$ cat config.mk
export PLATFORM = sky130hd
export DESIGN_NAME = sa_way_select
export DESIGN_NICKNAME = d
export VERILOG_FILES = /design/src/rtl/cache_pkg.sv /design/src/rtl/way_tag_match.sv /design/src/rtl/sa_way_select.sv
export SDC_FILE = /design/constraint.sdc
export NUM_CORES = 1
export LEC_CHECK = 0
export ABC_AREA = 1
export CORE_AREA = 2 2 129 131
export DETAILED_ROUTE_END_ITERATION = 12
export DIE_AREA = 0 0 131 133
export PLACE_DENSITY_LB_ADDON = 0.15
export SYNTH_ARGS = -nofsm -noshare
export SYNTH_HDL_FRONTEND = slang
export SYNTH_HIERARCHICAL = 1
export SYNTH_SLANG_ARGS = --single-unit
$ cat constraint.sdc
create_clock -name clk -period 1.8 [get_ports clk]
set_input_delay 0.18 -clock clk [delete_from_list [all_inputs] [get_ports clk]]
set_output_delay 0.18 -clock clk [all_outputs]
set_load 0.05 [all_outputs]
$ cat src/rtl/cache_pkg.sv
// Shared geometry and line layout for the 4-way set-associative cache.
// Every stage that slices a stored line takes its field positions from here.
package cache_pkg;

  localparam int WAYS           = 4;
  localparam int WAY_BITS       = $clog2(WAYS);
  localparam int TAG_BITS       = 18;
  localparam int LINE_SIZE_BITS = 32;
  localparam int LINE_WIDTH     = 3 + TAG_BITS + LINE_SIZE_BITS;

  // Stored line layout, MSB first: valid, dirty, LRU, tag, data
  localparam int VALID_POS = LINE_WIDTH - 1;
  localparam int DIRTY_POS = LINE_WIDTH - 2;
  localparam int LRU_POS   = LINE_WIDTH - 3;
  localparam int TAG_MSB   = LINE_WIDTH - 4;
  localparam int TAG_LSB   = LINE_SIZE_BITS;

  typedef struct packed {
    logic                      valid;
    logic                      dirty;
    logic                      lru;
    logic [TAG_BITS-1:0]       tag;
    logic [LINE_SIZE_BITS-1:0] data;
  } line_t;

  // True when more than one bit of the vector is set
  function automatic logic more_than_one(input logic [WAYS-1:0] vec);
    return |(vec & (vec - {{(WAYS-1){1'b0}}, 1'b1}));
  endfunction

endpackage

$ cat src/rtl/way_tag_match.sv
// Per-way hit detector: tag equality gated by the way's valid bit.
// Purely combinational; one instance per way.
module way_tag_match
  import cache_pkg::*;
(
  input  logic                valid_i,
  input  logic [TAG_BITS-1:0] line_tag_i,
  input  logic [TAG_BITS-1:0] lookup_tag_i,
  output logic                match_o
);

  // An invalid line never hits, even if its stale tag happens to match
  assign match_o = valid_i && (line_tag_i == lookup_tag_i);

endmodule

$ cat src/rtl/sa_way_select.sv
// Hit detection and line select for one indexed set: per-way match, highest-index
// priority, one-hot AND-OR mux, and a single registered output stage.
module sa_way_select
  import cache_pkg::*;
(
  input  logic                      clk,
  input  logic                      rst,
  input  logic                      i_lookup,
  input  logic [TAG_BITS-1:0]       i_tag,
  input  logic [LINE_WIDTH-1:0]     i_line0,
  input  logic [LINE_WIDTH-1:0]     i_line1,
  input  logic [LINE_WIDTH-1:0]     i_line2,
  input  logic [LINE_WIDTH-1:0]     i_line3,
  output logic                      o_valid,
  output logic                      o_hit,
  output logic [WAYS-1:0]           o_hit_vec,
  output logic [WAY_BITS-1:0]       o_hit_way,
  output logic                      o_multi_hit,
  output logic [LINE_WIDTH-1:0]     o_line,
  output logic [LINE_SIZE_BITS-1:0] o_data
);

  logic [LINE_WIDTH-1:0] lines [WAYS];
  logic [WAYS-1:0]       match;

  assign lines[0] = i_line0;
  assign lines[1] = i_line1;
  assign lines[2] = i_line2;
  assign lines[3] = i_line3;

  for (genvar g = 0; g < WAYS; g++) begin : g_way
    way_tag_match u_match (
      .valid_i      (lines[g][VALID_POS]),
      .line_tag_i   (lines[g][TAG_MSB:TAG_LSB]),
      .lookup_tag_i (i_tag),
      .match_o      (match[g])
    );
  end

  logic [WAYS-1:0]       sel_vec;
  logic [WAY_BITS-1:0]   hit_way_d;
  logic [LINE_WIDTH-1:0] line_d;

  // NOTE: every always_comb output gets a default first so no path leaves it
  // unassigned; otherwise synthesis infers a latch to hold the old value.
  always_comb begin
    sel_vec   = '0;
    hit_way_d = '0;
    line_d    = '0;
    // Ascending scan: a later (higher-index) match overwrites earlier ones
    for (int w = 0; w < WAYS; w++) begin
      if (match[w]) begin
        sel_vec    = '0;
        sel_vec[w] = 1'b1;
        hit_way_d  = WAY_BITS'(w);
      end
    end
    // One-hot AND-OR: unselected ways contribute zeros, never X from an index
    for (int w = 0; w < WAYS; w++) begin
      line_d = line_d | (lines[w] & {LINE_WIDTH{sel_vec[w]}});
    end
  end

  logic                valid_q;
  logic                hit_q;
  logic [WAYS-1:0]     hit_vec_q;
  logic [WAY_BITS-1:0] hit_way_q;
  logic                multi_hit_q;
  line_t               line_q;

  // NOTE: state updates use non-blocking assignment so every register samples
  // the pre-edge values; blocking here would create order-dependent races.
  always_ff @(posedge clk) begin
    if (rst) begin
      valid_q     <= 1'b0;
      hit_q       <= 1'b0;
      hit_vec_q   <= '0;
      hit_way_q   <= '0;
      multi_hit_q <= 1'b0;
      line_q      <= '0;
    end else begin
      valid_q <= i_lookup;
      if (i_lookup) begin
        hit_q       <= |match;
        hit_vec_q   <= match;
        hit_way_q   <= hit_way_d;
        multi_hit_q <= more_than_one(match);
        line_q      <= line_d;
      end
    end
  end

  assign o_valid     = valid_q;
  assign o_hit       = hit_q;
  assign o_hit_vec   = hit_vec_q;
  assign o_hit_way   = hit_way_q;
  assign o_multi_hit = multi_hit_q;
  assign o_line      = line_q;
  assign o_data      = line_q.data;

endmodule

**Word-level counts from Yosys, hierarchy flattened**

Index checks and enable logic that the tools add are counted.

- Register bits after elaboration: 62
- Input port bits: 233
- Output and inout bits: 94

- Equal/unequal tests: 4
- Bitwise gates (word level): 8
- Add/subtract/negate cells: 1
- Muxes and demuxes: 7
- Reductions and logical operators: 6

Operators by type and width:

| kind | number |
|---|---|
| AND 53 bit | 4 |
| bitwise OR 53 bit | 3 |
| == test 18 bit | 4 |
| 2-to-1 mux 4 bit | 2 |
| OR reduction 4 bit | 2 |
| 2-to-1 mux 2 bit | 3 |
| AND 4 bit | 1 |
| logical AND 1 bit | 4 |
| subtractor 4 x 1 -> 4 bit, second input constant | 1 |
| 2-to-1 mux 1 bit | 2 |

**Logic depth before layout (Yosys ltp)**

- Depth in word-level cells: 10
- Mapped depth: 15

**Hierarchy**

The synthesis kept the hierarchy.

Modules (own cells, without submodules):

| module | area each (um2) | times used | cells an instance | sequential area each (um2) |
|---|---|---|---|---|
| sa_way_select | 4038.9 | 1 | 665 | 1241.2 |
| way_tag_match | 347.8 | 4 | 83 | 0.0 |

**Worst setup path after synthesis**

OpenSTA, ideal clock, no wires.

- Path type: input to register
- From: input i_line3[49]
- To: register line_q, in the netlist o_data[20]
- Path slack: 0.244 ns
- Data required time: 1.682 ns
- Stages on the path: 15
- Arrival time: 1.438 ns
- Path buffers: 2
- Setup time: 0.118 ns
- Cell sequence: inv_1 > nand2_1 > nand2_1 > nor2_1 > nand2_1 > nor2_1 > nand2_1 > nor2_1 > nor2_4 > buf_4 > buf_4 > nand3_1 > nand3_1 > nor2_1 > nor2_1

- Cells in the longest elaborated chain, start to end: 7

Ends and longest elaborated chain:

| item | RTL line | source |
|---|---|---|
| from (decl) | sa_way_select.sv:13 | `input logic [LINE_WIDTH-1:0] i_line3,` |
| == test 18 bit (*) | way_tag_match.sv:13 | `assign match_o = valid_i && (line_tag_i == lookup_tag_i);` |
| logical AND 1 bit (*) | way_tag_match.sv:13 |  |
| via match[3] | sa_way_select.sv:24 | `logic [WAYS-1:0] match;` |
| 2-to-1 mux 4 bit (*) | sa_way_select.sv:52 | `if (match[w]) begin` |
| AND 53 bit | sa_way_select.sv:60 | `line_d = line_d \| (lines[w] & {LINE_WIDTH{sel_vec[w]}});` |
| bitwise OR 53 bit (2 in series) | sa_way_select.sv:60 |  |
| bitwise OR 53 bit (*) | sa_way_select.sv:60 |  |
| to (signal assigned) | sa_way_select.sv:88 | `line_q <= line_d;` |
| to (decl) | sa_way_select.sv:69 | `line_t line_q;` |

The timed path passes the listed nets; every way through them passes the cells marked *.
A chain may end at the register's enable or synchronous reset.

**Final worst setup path**

- From: register line_q, in the netlist o_data[24]
- To: output o_data[24]

RTL lines:

| item | RTL line | source |
|---|---|---|
| to (decl) | sa_way_select.sv:20 | `output logic [LINE_SIZE_BITS-1:0] o_data` |

No word-level cell between the ends.

==> impl_metrics.sql <==
INSERT INTO impl_metrics (metric_group, metric, value, unit) VALUES
('timing', 'fmax', '568.8', 'MHz'),
('placement', 'port-buffer-count', '326', ''),
('synth', 'syn-instance-count', '997', ''),
('clock_tree', 'cts_tree', 'built', ''),
('clock_tree', 'cts_buffer_count', '9', ''),
('placement', 'place_hpwl', '19.14', 'mm'),
('clock_tree', 'clock_path_buffers', '2', ''),
('finish', 'layout.core_utilization', '0.5972', ''),
('worst_setup_path', 'critical_path.cell_chain', 'clkdlybuf4s50_1', ''),
('grt', 'grt_most_used_layer', 'met2', ''),
('clock_tree', 'hold_buffers', '0', ''),
('routing', 'number_of_drc_violations_after_detailed_routing_iteration_0', '447', ''),
('hold_path', 'whs_endpoint', 'o_line[47]', ''),
('timing', 'report.final.hold_viol_count', '0', ''),
('clock_tree', 'cts_num_sinks', '62', ''),
('synth', 'synthDistinctLibCells', '22', ''),
('routing', 'drcViolationCount', '0', ''),
('grt', 'globalRouteMet2Util', '0.4750', ''),
('floorplan', 'placement_rows', '47', ''),
('grt', 'grtUsageMet3', '0.05944', ''),
('timing', 'finalCriticalPeriod', '1.758', 'ns'),
('floorplan', 'io_pins', '327', ''),
('timing', 'timing.final.max_slew_violations', '0', ''),
('worst_setup_path', 'worst-endpoint-arrival', '1.58', 'ns'),
('synth', 'syn-mean-instance-area', '5.447', 'um^2'),
('finish', 'area_delta_synth_final', '77.86', '%'),
('timing', 'timing.max_slew.rel_slack', '0.6166', ''),
('outcome', 'result_of_the_run', 'finished clean', ''),
('finish', 'finalNetCount', '1556', ''),
('worst_setup_path', 'critical_path_buf_inv_count', '1', ''),
('routing', 'number_of_routed_nets_with_antenna_violations', '0', ''),
('timing', 'setup_viol', '0', ''),
('worst_setup_path', 'highest_fanout_seen_on_the_critical_path', '3', ''),
('hold_path', 'worst_hold_path.num_cells', '5', ''),
('floorplan', 'die_area', '0.01742', 'mm^2'),
('clock_tree', 'worst_setup_hold_path_clk_slew', '0.06', 'ns'),
('routing', 'dr_total_vias', '7566', ''),
('finish', 'filler_cell_count', '1587', ''),
('synth', 'post_syn_area', '0.005430', 'mm^2'),
('worst_setup_path', 'critical_path_required', '1.62', 'ns'),
('floorplan', 'core_area', '0.01617', 'mm^2'),
('clock_tree', 'worstSkewPairLatency', '0.34', 'ns'),
('grt', 'grt_first_pass_wirelength', '37.03', 'mm'),
('worst_setup_path', 'critical_path.startpoint_type', 'flip-flop', ''),
('routing', 'drt-wirelength-per-cell', '16.17', 'um'),
('clock_tree', 'clock_tree.htree_level_count', '3', ''),
('grt', 'maximum_number_of_pins_on_one_net_before_global_route_repair', '50', ''),
('pwr', 'total_leakage_power', '4.710', 'nW'),
('timing', 'fin_worst_skew', '0', 'ns'),
('grt', 'gr-total-overflow', '0', ''),
('grt', 'number_of_global_route_vias_before_repair', '7026', ''),
('worst_setup_path', 'worstReg2RegStart', 'o_data[27]', ''),
('placement', 'global_placement_routability_congestion', '0.9462', ''),
('hold_path', 'hp-start', 'i_line3[47]', ''),
('synth', 'ys_ff_latch', '62', ''),
('clock_tree', 'clock_tree_root_driver_cell', 'sky130_fd_sc_hd__clkbuf_16', ''),
('synth', 'synth_area_leaders', 'sky130_fd_sc_hd__dfxtp_1 23%, sky130_fd_sc_hd__nand3_1 20%, sky130_fd_sc_hd__nand2_1 18%', ''),
('worst_setup_path', 'max_stage_delay', '0.84', 'ns'),
('worst_setup_path', 'critical_path_class', 'flip-flop to output pin', ''),
('finish', 'final_layout_size_suffix_gt1_frac', '0.1212', ''),
('timing', 'timing.hold.ws', '0.2329', 'ns'),
('routing', 'drt-pass1-iter-count', '4', ''),
('timing', 'timing.final.crit_share', '0.9767', ''),
('pwr', 'vdd_ir_drop_max', '0.0004384', 'V'),
('floorplan', 'die_y', '133', 'um'),
('job', 'max_cap_violations', '0', ''),
('hold_path', 'worst_hold_path_type', 'input port to flip-flop', ''),
('worst_setup_path', 'ff2ff_path_depth', '2', ''),
('timing', 'grt_setup_unrepaired', 'yes', ''),
('worst_setup_path', 'critPathCaptureType', 'output pin', ''),
('floorplan', 'die_w', '131', 'um');
==> worst reg2reg max path, delay by kind of cell (launching register included) <==
kind               cells  cell delay, ns
DFF                    1            0.35
AOI/OAI and AO/OA      1            0.19
and+or+nand+nor        1            0.07
==> how the worst max path moves through the flow <==
stage,startpoint,end,slack [ns],cells after the start
CTS,i_line1[34],o_data[9],0.00008,16
detailed placement,i_tag[14],o_line[48],-0.64,16
floorplan,i_line3[49],o_data[20],0.24,15
global route,i_tag[13],o_data[21],-0.06,17
finish,o_data[24],o_data[24],0.04,1
global placement,i_tag[17],o_line[34],-0.63,16
==> power by group <==
group          internal (mW)  leakage (nW)  total, mW  switching (mW)
Clock                   1.22         0.152       1.91           0.692
Combinational          0.735          4.05       1.56           0.828
Sequential              1.43         0.510       1.48          0.0439
Total                   3.38          4.71       4.95            1.56
==> what timing repair did <==
action,CTS,global route
cloned,3,0
gates resized for setup,92,75
endpoints found under the setup margin,59,60
pin swaps,25,36
setup buffers,9,2
==> cell type report <==
cell class,instances,area [um^2],share of cell area
Timing Repair Buffer,405,4011,0.4153
Antenna cell,8,20.02,0.002073
Clock inverter,7,97.59,0.01010
Clock buffer,9,225.2,0.02332
Tap cell,220,275.3,0.02850
Multi-Input combinational cell,731,3359,0.3478
Inverter,114,427.9,0.04431
Sequential cell,62,1241,0.1285
==> metal layers <==
| layer | vias to the layer above | share of wire |
|---|---|---|
| li1 | 3790 | - |
| met1 | 3377 | 0.38 |
| met2 | 323 | 0.49 |
| met3 | 74 | 0.083 |
| met4 | 2 | 0.044 |
| met5 | - | 0.00052 |
==> flip-flops by register name, indices dropped and copies added (netlist names) <==
signal,cells
o_line,21
o_multi_hit,1
o_hit_vec,4
o_hit_way,2
o_hit,1
o_valid,1
o_data,32
==> stage by stage <==
step	std cells	power [mW]	setup WS [ns]	TNS, ns	cell area, um^2
floorplan	997	2.225	0.2438	0	5430
global placement	1519	3.100	-0.6292	-33.43	9115
detailed placement	1519	3.106	-0.6367	-34.41	9115
CTS	1547	4.987	0.00008038	0	9578
global route	1554	5.171	-0.05569	-0.2975	9653
finish	1556	4.949	0.04191	0	9658
==> cells in the mapped netlist (all sizes together) <==
cell and count:
a211oi 1, a21oi 5, a31oi 1, buf 67, clkbuf 23, dfxtp 62
inv 114, nand2 267, nand3 217, nor2 143, nor3 4, o211ai 4
o21a 1, o21ai 72, xnor2 4, xor2 12
==> cell families (layout without fill, tap and decap cells) <==
kind of cell           after synthesis  in the layout  synth area share
XOR/XNOR                            16             16           0.02581
flip-flops                          62             62            0.2286
AO/OA/AOI/OAI                       84             84           0.08042
AND/OR/NAND/NOR                    631            631            0.4926
other                                0              8                 0
buffers and inverters              204            535            0.1726
==> placed cells by master (no fill, tap or decap), types with 6 or more instances in the layout <==
cell type and count:
sky130_fd_sc_hd__nand2_1 262, sky130_fd_sc_hd__clkdlybuf4s50_1 222, sky130_fd_sc_hd__nand3_1 215, sky130_fd_sc_hd__nor2_1 126, sky130_fd_sc_hd__inv_1 107, sky130_fd_sc_hd__buf_4 72
sky130_fd_sc_hd__dfxtp_1 62, sky130_fd_sc_hd__o21ai_0 60, sky130_fd_sc_hd__dlygate4sd2_1 41, sky130_fd_sc_hd__dlymetal6s2s_1 24, sky130_fd_sc_hd__buf_12 15, sky130_fd_sc_hd__clkbuf_2 13
sky130_fd_sc_hd__o21ai_1 12, sky130_fd_sc_hd__nor2_2 11, sky130_fd_sc_hd__xor2_1 11, sky130_fd_sc_hd__clkdlybuf4s15_1 11, sky130_fd_sc_hd__clkbuf_16 9, sky130_fd_sc_hd__diode_2 8
sky130_fd_sc_hd__inv_2 7, sky130_fd_sc_hd__nor2_4 6
Power figures use the tool's default switching activity.
